==> config.mk <==
export PLATFORM = sky130hd
export DESIGN_NAME = mem_bus_arbiter_flat
export DESIGN_NICKNAME = d
export VERILOG_FILES = /design/src/rtl/mem_bus_arbiter_if.sv /design/src/rtl/mem_bus_arbiter.sv /design/src/flat_wrapper.sv
export SDC_FILE = /design/constraint.sdc
export NUM_CORES = 1
export LEC_CHECK = 0
export CORE_AREA = 2 2 118 120
export CTS_CLUSTER_DIAMETER = 50
export DETAILED_ROUTE_END_ITERATION = 10
export DIE_AREA = 0 0 120 122
export GPL_TIMING_DRIVEN = 0
export PLACE_DENSITY = 0.62
export SLEW_MARGIN = 20
export SYNTH_ARGS = -nofsm -noshare
export SYNTH_HDL_FRONTEND = slang
export SYNTH_SLANG_ARGS = --single-unit
export TNS_END_PERCENT = 5
==> constraint.sdc <==
create_clock -name clk -period 3.7 [get_ports clk]
set_input_delay 0.37 -clock clk [delete_from_list [all_inputs] [get_ports clk]]
set_output_delay 0.37 -clock clk [all_outputs]
set_load 0.02 [all_outputs]
==> src/rtl/mem_bus_arbiter_if.sv <==
// Bus bundle between the two requesting masters, the arbiter and the
// peripheral slave port.
//   m0_* / m1_*   : request side (req, rd, wr, addr, wdata in; rdata, ack out)
//   m0_stall      : core stall, high while m0 requests without being acked
//   s_*           : peripheral side (rd, wr, addr, wdata out; rdata in)
//   bus_err       : sticky protocol-error flag
// Modports:
//   slave  : the arbiter's view (serves the masters, drives the peripheral)
//   master : the requesters'/environment's view
interface mem_bus_arbiter_if;
    logic        m0_req;
    logic        m0_rd;
    logic        m0_wr;
    logic [31:0] m0_addr;
    logic [31:0] m0_wdata;
    logic [31:0] m0_rdata;
    logic        m0_ack;
    logic        m0_stall;

    logic        m1_req;
    logic        m1_rd;
    logic        m1_wr;
    logic [31:0] m1_addr;
    logic [31:0] m1_wdata;
    logic [31:0] m1_rdata;
    logic        m1_ack;

    logic        s_rd;
    logic        s_wr;
    logic [31:0] s_addr;
    logic [31:0] s_wdata;
    logic [31:0] s_rdata;
    logic        bus_err;

    modport slave (
        input  m0_req, m0_rd, m0_wr, m0_addr, m0_wdata,
        input  m1_req, m1_rd, m1_wr, m1_addr, m1_wdata,
        input  s_rdata,
        output m0_rdata, m0_ack, m0_stall,
        output m1_rdata, m1_ack,
        output s_rd, s_wr, s_addr, s_wdata,
        output bus_err
    );

    modport master (
        output m0_req, m0_rd, m0_wr, m0_addr, m0_wdata,
        output m1_req, m1_rd, m1_wr, m1_addr, m1_wdata,
        output s_rdata,
        input  m0_rdata, m0_ack, m0_stall,
        input  m1_rdata, m1_ack,
        input  s_rd, s_wr, s_addr, s_wdata,
        input  bus_err
    );
endinterface

==> src/rtl/mem_bus_arbiter.sv <==
// Two-master / one-slave arbiter for the data-memory/peripheral bus.
// Master 0 is the pipeline core data port, master 1 a secondary master
// (loader / DMA). Round-robin grant with bursts bounded to MAX_BURST
// transfers while the other master waits; acks are same-cycle.
// Ports:
//   clk   : system clock, rising edge
//   reset : asynchronous active-low reset
//   bus   : mem_bus_arbiter_if.slave (master request/ack side, slave side,
//           m0_stall and sticky bus_err)
module mem_bus_arbiter #(
    parameter int unsigned MAX_BURST = 4
) (
    input  logic                  clk,
    input  logic                  reset,
    mem_bus_arbiter_if.slave      bus
);

    typedef enum logic [1:0] {
        IDLE = 2'd0,
        G0   = 2'd1,
        G1   = 2'd2
    } state_t;

    // cnt value at which the current burst must yield to a waiting master
    localparam logic [3:0] BURST_LAST = 4'(MAX_BURST - 1);

    state_t      state_r;
    state_t      state_nxt_s;
    logic [3:0]  cnt_r;
    logic [3:0]  cnt_nxt_s;
    logic        last_r;
    logic        last_nxt_s;
    logic        bus_err_r;
    logic        g0_s;
    logic        g1_s;
    logic        err_s;

    // A transfer happens whenever the owner of the grant is requesting
    assign g0_s  = (state_r == G0) && bus.m0_req;
    assign g1_s  = (state_r == G1) && bus.m1_req;
    assign err_s = (g0_s && bus.m0_rd && bus.m0_wr) ||
                   (g1_s && bus.m1_rd && bus.m1_wr);

    // State, burst counter and round-robin pointer registers
    always_ff @(posedge clk or negedge reset) begin
        if (!reset) begin
            state_r <= IDLE;
            cnt_r   <= 4'd0;
            last_r  <= 1'b1;   // m0 wins the first tie
        end else begin
            state_r <= state_nxt_s;
            cnt_r   <= cnt_nxt_s;
            last_r  <= last_nxt_s;
        end
    end

    // Sticky protocol-error flag, cleared only by reset
    always_ff @(posedge clk or negedge reset) begin
        if (!reset) begin
            bus_err_r <= 1'b0;
        end else if (err_s) begin
            bus_err_r <= 1'b1;
        end else begin
            bus_err_r <= bus_err_r;
        end
    end

    // Next-state: grant selection, burst bounding and handover
    always_comb begin
        state_nxt_s = state_r;
        cnt_nxt_s   = cnt_r;
        last_nxt_s  = last_r;
        case (state_r)
            IDLE: begin
                // On a tie the master that was not granted last goes first
                if (bus.m0_req && (!bus.m1_req || last_r)) begin
                    state_nxt_s = G0;
                    cnt_nxt_s   = 4'd0;
                    last_nxt_s  = 1'b0;
                end else if (bus.m1_req) begin
                    state_nxt_s = G1;
                    cnt_nxt_s   = 4'd0;
                    last_nxt_s  = 1'b1;
                end else begin
                    state_nxt_s = IDLE;
                end
            end
            G0: begin
                if (bus.m0_req) begin
                    if (bus.m1_req && (cnt_r >= BURST_LAST)) begin
                        state_nxt_s = G1;
                        cnt_nxt_s   = 4'd0;
                        last_nxt_s  = 1'b1;
                    end else if (cnt_r != 4'd15) begin
                        cnt_nxt_s = cnt_r + 4'd1;
                    end else begin
                        cnt_nxt_s = cnt_r;
                    end
                end else if (bus.m1_req) begin
                    state_nxt_s = G1;
                    cnt_nxt_s   = 4'd0;
                    last_nxt_s  = 1'b1;
                end else begin
                    state_nxt_s = IDLE;
                    cnt_nxt_s   = 4'd0;
                end
            end
            G1: begin
                if (bus.m1_req) begin
                    if (bus.m0_req && (cnt_r >= BURST_LAST)) begin
                        state_nxt_s = G0;
                        cnt_nxt_s   = 4'd0;
                        last_nxt_s  = 1'b0;
                    end else if (cnt_r != 4'd15) begin
                        cnt_nxt_s = cnt_r + 4'd1;
                    end else begin
                        cnt_nxt_s = cnt_r;
                    end
                end else if (bus.m0_req) begin
                    state_nxt_s = G0;
                    cnt_nxt_s   = 4'd0;
                    last_nxt_s  = 1'b0;
                end else begin
                    state_nxt_s = IDLE;
                    cnt_nxt_s   = 4'd0;
                end
            end
            default: begin
                state_nxt_s = IDLE;
                cnt_nxt_s   = 4'd0;
            end
        endcase
    end

    // Slave-side mux; write wins over read when both strobes are set
    always_comb begin
        bus.s_rd    = 1'b0;
        bus.s_wr    = 1'b0;
        bus.s_addr  = 32'd0;
        bus.s_wdata = 32'd0;
        if (g0_s) begin
            bus.s_addr  = bus.m0_addr;
            bus.s_wdata = bus.m0_wdata;
            bus.s_wr    = bus.m0_wr;
            bus.s_rd    = bus.m0_rd & ~bus.m0_wr;
        end else if (g1_s) begin
            bus.s_addr  = bus.m1_addr;
            bus.s_wdata = bus.m1_wdata;
            bus.s_wr    = bus.m1_wr;
            bus.s_rd    = bus.m1_rd & ~bus.m1_wr;
        end else begin
            bus.s_rd    = 1'b0;
            bus.s_wr    = 1'b0;
            bus.s_addr  = 32'd0;
            bus.s_wdata = 32'd0;
        end
    end

    assign bus.m0_ack   = g0_s;
    assign bus.m1_ack   = g1_s;
    assign bus.m0_stall = bus.m0_req & ~g0_s;
    assign bus.m0_rdata = bus.s_rdata;
    assign bus.m1_rdata = bus.s_rdata;
    assign bus.bus_err  = bus_err_r;

endmodule

==> src/flat_wrapper.sv <==
// flat-port wrapper written by rule: the top's interface ports become plain ports
module mem_bus_arbiter_flat 
#(
    parameter int unsigned MAX_BURST = 4
)
  (clk, reset, bus_m0_req, bus_m0_rd, bus_m0_wr, bus_m0_addr, bus_m0_wdata, bus_m1_req, bus_m1_rd, bus_m1_wr, bus_m1_addr, bus_m1_wdata, bus_s_rdata, bus_m0_rdata, bus_m0_ack, bus_m0_stall, bus_m1_rdata, bus_m1_ack, bus_s_rd, bus_s_wr, bus_s_addr, bus_s_wdata, bus_bus_err);
  mem_bus_arbiter_if bus_i ();
  input  logic clk;
  input  logic reset;
  input wire logic [$bits(bus_i.m0_req)-1:0] bus_m0_req;
  input wire logic [$bits(bus_i.m0_rd)-1:0] bus_m0_rd;
  input wire logic [$bits(bus_i.m0_wr)-1:0] bus_m0_wr;
  input wire logic [$bits(bus_i.m0_addr)-1:0] bus_m0_addr;
  input wire logic [$bits(bus_i.m0_wdata)-1:0] bus_m0_wdata;
  input wire logic [$bits(bus_i.m1_req)-1:0] bus_m1_req;
  input wire logic [$bits(bus_i.m1_rd)-1:0] bus_m1_rd;
  input wire logic [$bits(bus_i.m1_wr)-1:0] bus_m1_wr;
  input wire logic [$bits(bus_i.m1_addr)-1:0] bus_m1_addr;
  input wire logic [$bits(bus_i.m1_wdata)-1:0] bus_m1_wdata;
  input wire logic [$bits(bus_i.s_rdata)-1:0] bus_s_rdata;
  output wire logic [$bits(bus_i.m0_rdata)-1:0] bus_m0_rdata;
  output wire logic [$bits(bus_i.m0_ack)-1:0] bus_m0_ack;
  output wire logic [$bits(bus_i.m0_stall)-1:0] bus_m0_stall;
  output wire logic [$bits(bus_i.m1_rdata)-1:0] bus_m1_rdata;
  output wire logic [$bits(bus_i.m1_ack)-1:0] bus_m1_ack;
  output wire logic [$bits(bus_i.s_rd)-1:0] bus_s_rd;
  output wire logic [$bits(bus_i.s_wr)-1:0] bus_s_wr;
  output wire logic [$bits(bus_i.s_addr)-1:0] bus_s_addr;
  output wire logic [$bits(bus_i.s_wdata)-1:0] bus_s_wdata;
  output wire logic [$bits(bus_i.bus_err)-1:0] bus_bus_err;
  assign bus_i.m0_req = bus_m0_req;
  assign bus_i.m0_rd = bus_m0_rd;
  assign bus_i.m0_wr = bus_m0_wr;
  assign bus_i.m0_addr = bus_m0_addr;
  assign bus_i.m0_wdata = bus_m0_wdata;
  assign bus_i.m1_req = bus_m1_req;
  assign bus_i.m1_rd = bus_m1_rd;
  assign bus_i.m1_wr = bus_m1_wr;
  assign bus_i.m1_addr = bus_m1_addr;
  assign bus_i.m1_wdata = bus_m1_wdata;
  assign bus_i.s_rdata = bus_s_rdata;
  assign bus_m0_rdata = bus_i.m0_rdata;
  assign bus_m0_ack = bus_i.m0_ack;
  assign bus_m0_stall = bus_i.m0_stall;
  assign bus_m1_rdata = bus_i.m1_rdata;
  assign bus_m1_ack = bus_i.m1_ack;
  assign bus_s_rd = bus_i.s_rd;
  assign bus_s_wr = bus_i.s_wr;
  assign bus_s_addr = bus_i.s_addr;
  assign bus_s_wdata = bus_i.s_wdata;
  assign bus_bus_err = bus_i.bus_err;
  mem_bus_arbiter #(.MAX_BURST(MAX_BURST)) u_core (.clk(clk), .reset(reset), .bus(bus_i));
endmodule
==> results.cfg, run 1 <==
[outcome]
status = finished, final reports clean

[placed_design]
dp_hpwl_um = 8450
place_area_sq_um = 4660
gp_congestion = 0.801
port_buffers = 267

[setup_path]
startpoint = u_core.state_r[1]$_DFFE_PN0P_
path_class = register to output pin
critPathMaxStageDelay_ps = 610
crit_fanout = 10
path_buf_inv = 4
critPathArrivalTime_ps = 2630
r2r-start = u_core.state_r[1]$_DFFE_PN0P_
worstPathRequired_ps = 3330
rr_worst_depth = 7
crit_cells = 7
cp-end-kind = output pin
critPathSlowestCell = clkdlybuf4s50_1
rrSetupSlack_ps = 1790
startpoint_type = register
endpoint = bus_s_wdata[16]
worstPathCellList = inv_1 -> ha_1 -> nand2_2 -> inv_2 -> clkbuf_1 -> a22o_1 -> clkdlybuf4s50_1
r2r-end = u_core.state_r[1]$_DFFE_PN0P_
cp_top_family = buffers and inverters

[grt]
grt_use_total_pct = 11.6
grt_pass1_wl_um = 13700
grtUsageMet3_pct = 2.15
global_route.peak_usage_layer = met2
grt_pass1_vias = 2825
use_met1_pct = 13.3
overflow = 0
grt_max_degree = 11
use_met2_pct = 22.0
antenna_found_initial = 0

[power_and_ir_drop]
seqPwrFrac_pct = 8.3
p_per_area_nw_per_um2 = 355
total_power_uw = 1680
switching_share_pct = 42.1
switchingPower_uw = 707
p_leak_uw = 0.00191
combPwrFrac_pct = 80.2
peakVddDrop_v = 0.000166
p_int_uw = 974
p_clk_share_pct = 11.5

[route]
routedWlPerCell_um = 14.5
routed_via_density = 3.98
drc = 0
drt_wl_total_um = 9670
num_vias = 2652
antenna_left = 0
dr.pass1.iters = 4
drt_iter0_markers = 92

[synth]
yosysSeqAreaShare_pct = 11.5
muxShareOfSynthArea_pct = 1.21
ys_types = 35
synth_compound_area_share_pct = 41.9
synth_area_sq_um = 1760
synth_top_family_by_area = compound AO/OA/AOI/OAI gates
synth-adder-area-share_pct = 3.56
synth_area_per_cell_sq_um = 8.14
yosysWarningCount = 0
synth-seq-cells = 8
synthXorXnorAreaFrac_pct = 0
syn_nets = 389
synthesis.instances = 216
yosys.area_share.simple_pct = 6.76

[clock_network]
clock_latency_ps = 240
clockBufferDepth = 2
cts_max_level = 1
ctsResizeCount = 0
path_clk_slew_ps = 40
cts_tree = yes
root_buffer = clkbuf_16
ctsHoldBuffers = 0
cts_buffers = 3
postCtsSetupBuffers = 0
clock-sinks = 8

[cells_and_area]
final_layout_size_suffix_gt1_share_pct = 17.5
finish.utilization_pct = 35.1
nNetsFinal = 661
final_area_sq_um = 4740
layout_common_cells = clkdlybuf4s50_1 (267), buf_4 (72), a22o_1 (65)
nFillCells = 1365
area_delta_synth_final_pct = 169
diodes = 0
final_common_cell = clkdlybuf4s50_1

[timing]
fin_setup_tns_ps = 0
worst_pin_slew_ps = 489
hold_viol_final = 0
finClkSkew_ps = 3.90
holdWs_ps = 421
relSlewSlack_pct = 67.4
slew_viol_final = 0
rsz0062_at_grt = no
period_needed_ps = 3000
setup_viol = 0
fmax_ghz = 0.333
min_period_over_period_pct = 81.2

[floorplan]
start_util_pct = 13.0
core_area_sq_um = 13500
rows = 43
die_w_um = 120
floorplan.die_area_sq_um = 14600
die_y_um = 122
top_level_ports = 302

[hold_path]
hold_path_class = input port to async pin

[job]
cap_viol_max_count = 0
[power by group through the flow]
stage | sequential, uW | clock, uW | combinational, uW
after floorplan | 141 | 0 | 713
after global routing | 143 | 204 | 1440
after detailed placement | 139 | 0 | 1350
after global placement | 137 | 0 | 1340
final | 139 | 194 | 1350
after CTS | 139 | 199 | 1360
[worst min path at each step]
| stage | cells past startpoint | startpoint | end |
|---|---|---|---|
| 6_report | 1 | reset | u_core.cnt_r[0]$_DFFE_PN0P_ |
| 5_1_grt | 1 | reset | u_core.cnt_r[0]$_DFFE_PN0P_ |
| 4_1_cts | 1 | reset | u_core.state_r[0]$_DFFE_PN0P_ |
| 3_5_place_dp | 2 | u_core.bus.bus_err$_DFFE_PN0P_ | u_core.bus.bus_err$_DFFE_PN0P_ |
| 3_3_place_gp | 2 | u_core.bus.bus_err$_DFFE_PN0P_ | u_core.bus.bus_err$_DFFE_PN0P_ |
| 2_1_floorplan | 0 | reset | u_core.bus.bus_err$_DFFE_PN0P_ |
[cells by family (layout without fill, tap and decap cells)]
family | count (synthesis) | in the layout
simple gates | 24 | 24
compound gates | 87 | 87
fa+ha+maj | 5 | 5
buf+inv | 90 | 361
mux | 2 | 2
flops | 8 | 8
[cell type report]
class	count	area, sq um	share of cell area (%)
Buffer	81	584	12.3
Multi-Input combinational cell	118	940	19.8
Clock buffer	4	78.8	1.66
Inverter	9	33.8	0.713
Sequential cell	8	201	4.25
Tap cell	180	225	4.76
Timing Repair Buffer	267	2670	56.4
[metrics by stage]
stage | setup slack, ps | std cells
2_1_floorplan | 1580 | 216
3_3_place_gp | 1020 | 663
3_5_place_dp | 948 | 663
4_1_cts | 679 | 667
5_1_grt | 503 | 667
6_report | 695 | 667
[flip-flops by register name, indices dropped and copies added (netlist names)]
register / flops
u_core.cnt_r: 4
u_core.bus.bus_err: 1
u_core.state_r: 2
u_core.last_r: 1
[cell usage after synthesis (all sizes together)]
| cell | n | share of area [%] |
|---|---|---|
| o21ai | 1 | 0.28 |
| a31oi | 2 | 0.71 |
| nor3 | 3 | 0.85 |
| a41oi | 1 | 0.50 |
| o311ai | 1 | 0.50 |
| nand2 | 8 | 2.3 |
| o211ai | 1 | 0.43 |
| o31a | 2 | 1.0 |
| a221o | 1 | 0.57 |
| o22ai | 3 | 1.8 |
| inv | 9 | 1.9 |
| clkbuf | 6 | 1.3 |
| nand3 | 2 | 0.57 |
| a21oi | 6 | 1.7 |
| nor2 | 7 | 1.5 |
| mux2 | 1 | 0.64 |
| a22o | 65 | 32 |
| ha | 5 | 3.6 |
| o41ai | 2 | 1.0 |
| o31ai | 1 | 0.43 |
| buf | 75 | 32 |
| and3 | 1 | 0.36 |
| mux2i | 1 | 0.57 |
| dfstp | 1 | 1.5 |
| o32a | 1 | 0.57 |
| nor3b | 1 | 0.43 |
| nand3b | 1 | 0.43 |
| nand2b | 1 | 0.36 |
| dfrtp | 7 | 10 |
[metal layers]
metal  vias to the layer above  wire (um)
met2                       170       5010
met4                         0        129
met3                         9        820
met1                      1179       3710
li1                       1294          -
met5                         -          0
(Power assumes the default switching activity.)
==> run 2: changes to the inputs <==
--- a/config.mk
+++ b/config.mk
@@ -5,10 +5,10 @@
 export SDC_FILE = /design/constraint.sdc
 export NUM_CORES = 1
 export LEC_CHECK = 0
-export CORE_AREA = 2 2 118 120
+export CORE_AREA = 2 2 117 119
 export CTS_CLUSTER_DIAMETER = 50
 export DETAILED_ROUTE_END_ITERATION = 10
-export DIE_AREA = 0 0 120 122
+export DIE_AREA = 0 0 119 121
 export GPL_TIMING_DRIVEN = 0
 export PLACE_DENSITY = 0.62
 export SLEW_MARGIN = 20
==> constraint.sdc (replaced) <==
create_clock -name clk -period 3 [get_ports clk]
set_input_delay 0.3 -clock clk [delete_from_list [all_inputs] [get_ports clk]]
set_output_delay 0.3 -clock clk [all_outputs]
set_load 0.02 [all_outputs]
==> results.cfg, run 2 (synthesis gave the netlist of run 1 again) <==
[cells_and_area]
area_delta_synth_final_pct = 175
nFillCells = 1323
final_area_sq_um = 4830
nNetsFinal = 661
layout_common_cells = clkdlybuf4s50_1 (223), buf_4 (71), a22o_1 (65), dlymetal6s2s_1 (39)
diodes = 0
regMostFlops = u_core.cnt_r
final_layout_size_suffix_gt1_share_pct = 18.1
biggestRegsByFlops = u_core.cnt_r x4, u_core.state_r x2
final_common_cell = clkdlybuf4s50_1
largest_reg_flops = 4
layoutNonFillerInstCount = 663

[clock_network]
postCtsSetupBuffers = 0
cts_max_level = 1
clock-sinks = 8
cts_buffers = 3
cts_tree = yes
clockBufferDepth = 2
path_clk_slew_ps = 40
root_buffer = clkbuf_16
clock_latency_ps = 240

[job]
cap_viol_max_count = 0

[setup_path]
crit_fanout = 10
rr_worst_depth = 7
r2r-start = u_core.state_r[1]$_DFFE_PN0P_
r2r-end = u_core.state_r[1]$_DFFE_PN0P_
cp-end-kind = output pin
startpoint_type = register
rrSetupSlack_ps = 1210
startpoint = u_core.state_r[1]$_DFFE_PN0P_
endpoint = bus_s_wdata[24]
path_class = register to output pin
worstPathRequired_ps = 2700
critPathArrivalTime_ps = 2540

[timing]
fmax_ghz = 0.353
rsz0062_at_grt = yes
slew_viol_final = 0
min_period_over_period_pct = 94.5
setup_viol = 0
relSlewSlack_pct = 72.3
hold_viol_final = 0
finClkSkew_ps = 4.27
worst_pin_slew_ps = 416
period_needed_ps = 2840
fin_setup_tns_ps = 0

[placed_design]
dp.cells = 659
place_area_sq_um = 4650
port_buffers = 267
dp_hpwl_um = 9120
gp_congestion = 0.765

[power_and_ir_drop]
p_per_area_nw_per_um2 = 422
switchingPower_uw = 868
p_leak_uw = 0.00261
seqPwrFrac_pct = 8.4
p_int_uw = 1170
peakVddDrop_v = 0.000207
total_power_uw = 2040
combPwrFrac_pct = 80.2
switching_share_pct = 42.6
p_clk_share_pct = 11.4

[route]
met3WireLength_um = 1160
routed_via_density = 4.02
dr.pass1.iters = 4
met2_length_um = 5320
highest_layer = met4
antenna_left = 0
routedWlPerCell_um = 15.6
num_vias = 2668
drt_iter0_markers = 103
wl_met1_um = 3790
drc = 0
drt_wl_total_um = 10400

[floorplan]
rows = 42
die_y_um = 121
start_util_pct = 13.4
die_w_um = 119
top_level_ports = 302
floorplan.die_area_sq_um = 14400
core_area_sq_um = 13100

[grt]
antenna_found_initial = 0
grt_pass1_vias = 2687
grt_pass1_wl_um = 14500
grt_max_degree = 11
grt_use_total_pct = 12.9
overflow = 0

[outcome]
status = finished, final reports clean

[hold_path]
hold_path_class = input port to async pin
## run 2: changes by cell type in the layout (fill, tap and decap cells not counted), sizes merged
cell,before,now
dlygate4sd2,0,5
clkdlybuf4s50,267,223
dlymetal6s2s,0,39
## run 2: how the worst min path moves through the flow
stage | cells past startpoint | endpoint | slack [ps]
CTS | 1 | u_core.cnt_r[1]$_DFFE_PN0P_ | 370
finish | 1 | u_core.cnt_r[1]$_DFFE_PN0P_ | 350
global placement | 2 | u_core.bus.bus_err$_DFFE_PN0P_ | 470
floorplan | 0 | u_core.bus.bus_err$_DFFE_PN0P_ | 4
global route | 1 | u_core.cnt_r[1]$_DFFE_PN0P_ | 380
detailed placement | 2 | u_core.bus.bus_err$_DFFE_PN0P_ | 470
## run 2: area by class of cell
cell class                 count  area, sq um  share of cell area (%)
sequential                     8          201                    4.17
buffer                        81          592                    12.3
multi-input combinational    118          940                    19.5
inverter                       9         33.8                   0.699
clock buffer                   4         78.8                    1.63
tap                          176          220                    4.56
timing repair buffer         267         2760                    57.2
## run 2: stage by stage
stage / hold slack [ps] / worst slack (ps) / utilization, %
4_1_cts: 370 / 5.60 / 36.1
3_5_place_dp: 471 / 221 / 35.6
6_report: 353 / 164 / 36.9
5_1_grt: 383 / -48.2 / 36.9
3_3_place_gp: 469 / 261 / 35.6
2_1_floorplan: 4.41 / 951 / -
## run 2: repair_timing
action,in CTS,in global routing
resized for setup,5,46
endpoints found under the hold margin,0,0
hold buffers,0,0
endpoints found under the setup margin,5,52
## run 2: metal layers
layer	vias up	GRT usage, %
li1	1293	-
met1	1195	13.9
met2	171	23.7
met3	9	4.93
met4	0	2.68
met5	-	0
## run 2: power groups by stage
| stage | Clock (uW) | Sequential (uW) | Combinational, uW |
|---|---|---|---|
| floorplan | 0 | 174 | 879 |
| global placement | 0 | 168 | 1670 |
| detailed placement | 0 | 171 | 1690 |
| CTS | 236 | 170 | 1680 |
| global route | 247 | 174 | 1750 |
| finish | 232 | 171 | 1640 |
## run 2: critical path, stage by stage (launching register included)
cell	delay, ps
dfrtp_1	380
inv_1	80
ha_1	240
nand2_2	150
inv_2	130
nor2_1	180
buf_6	190
buf_4	190
a22o_1	150
clkdlybuf4s50_1	600
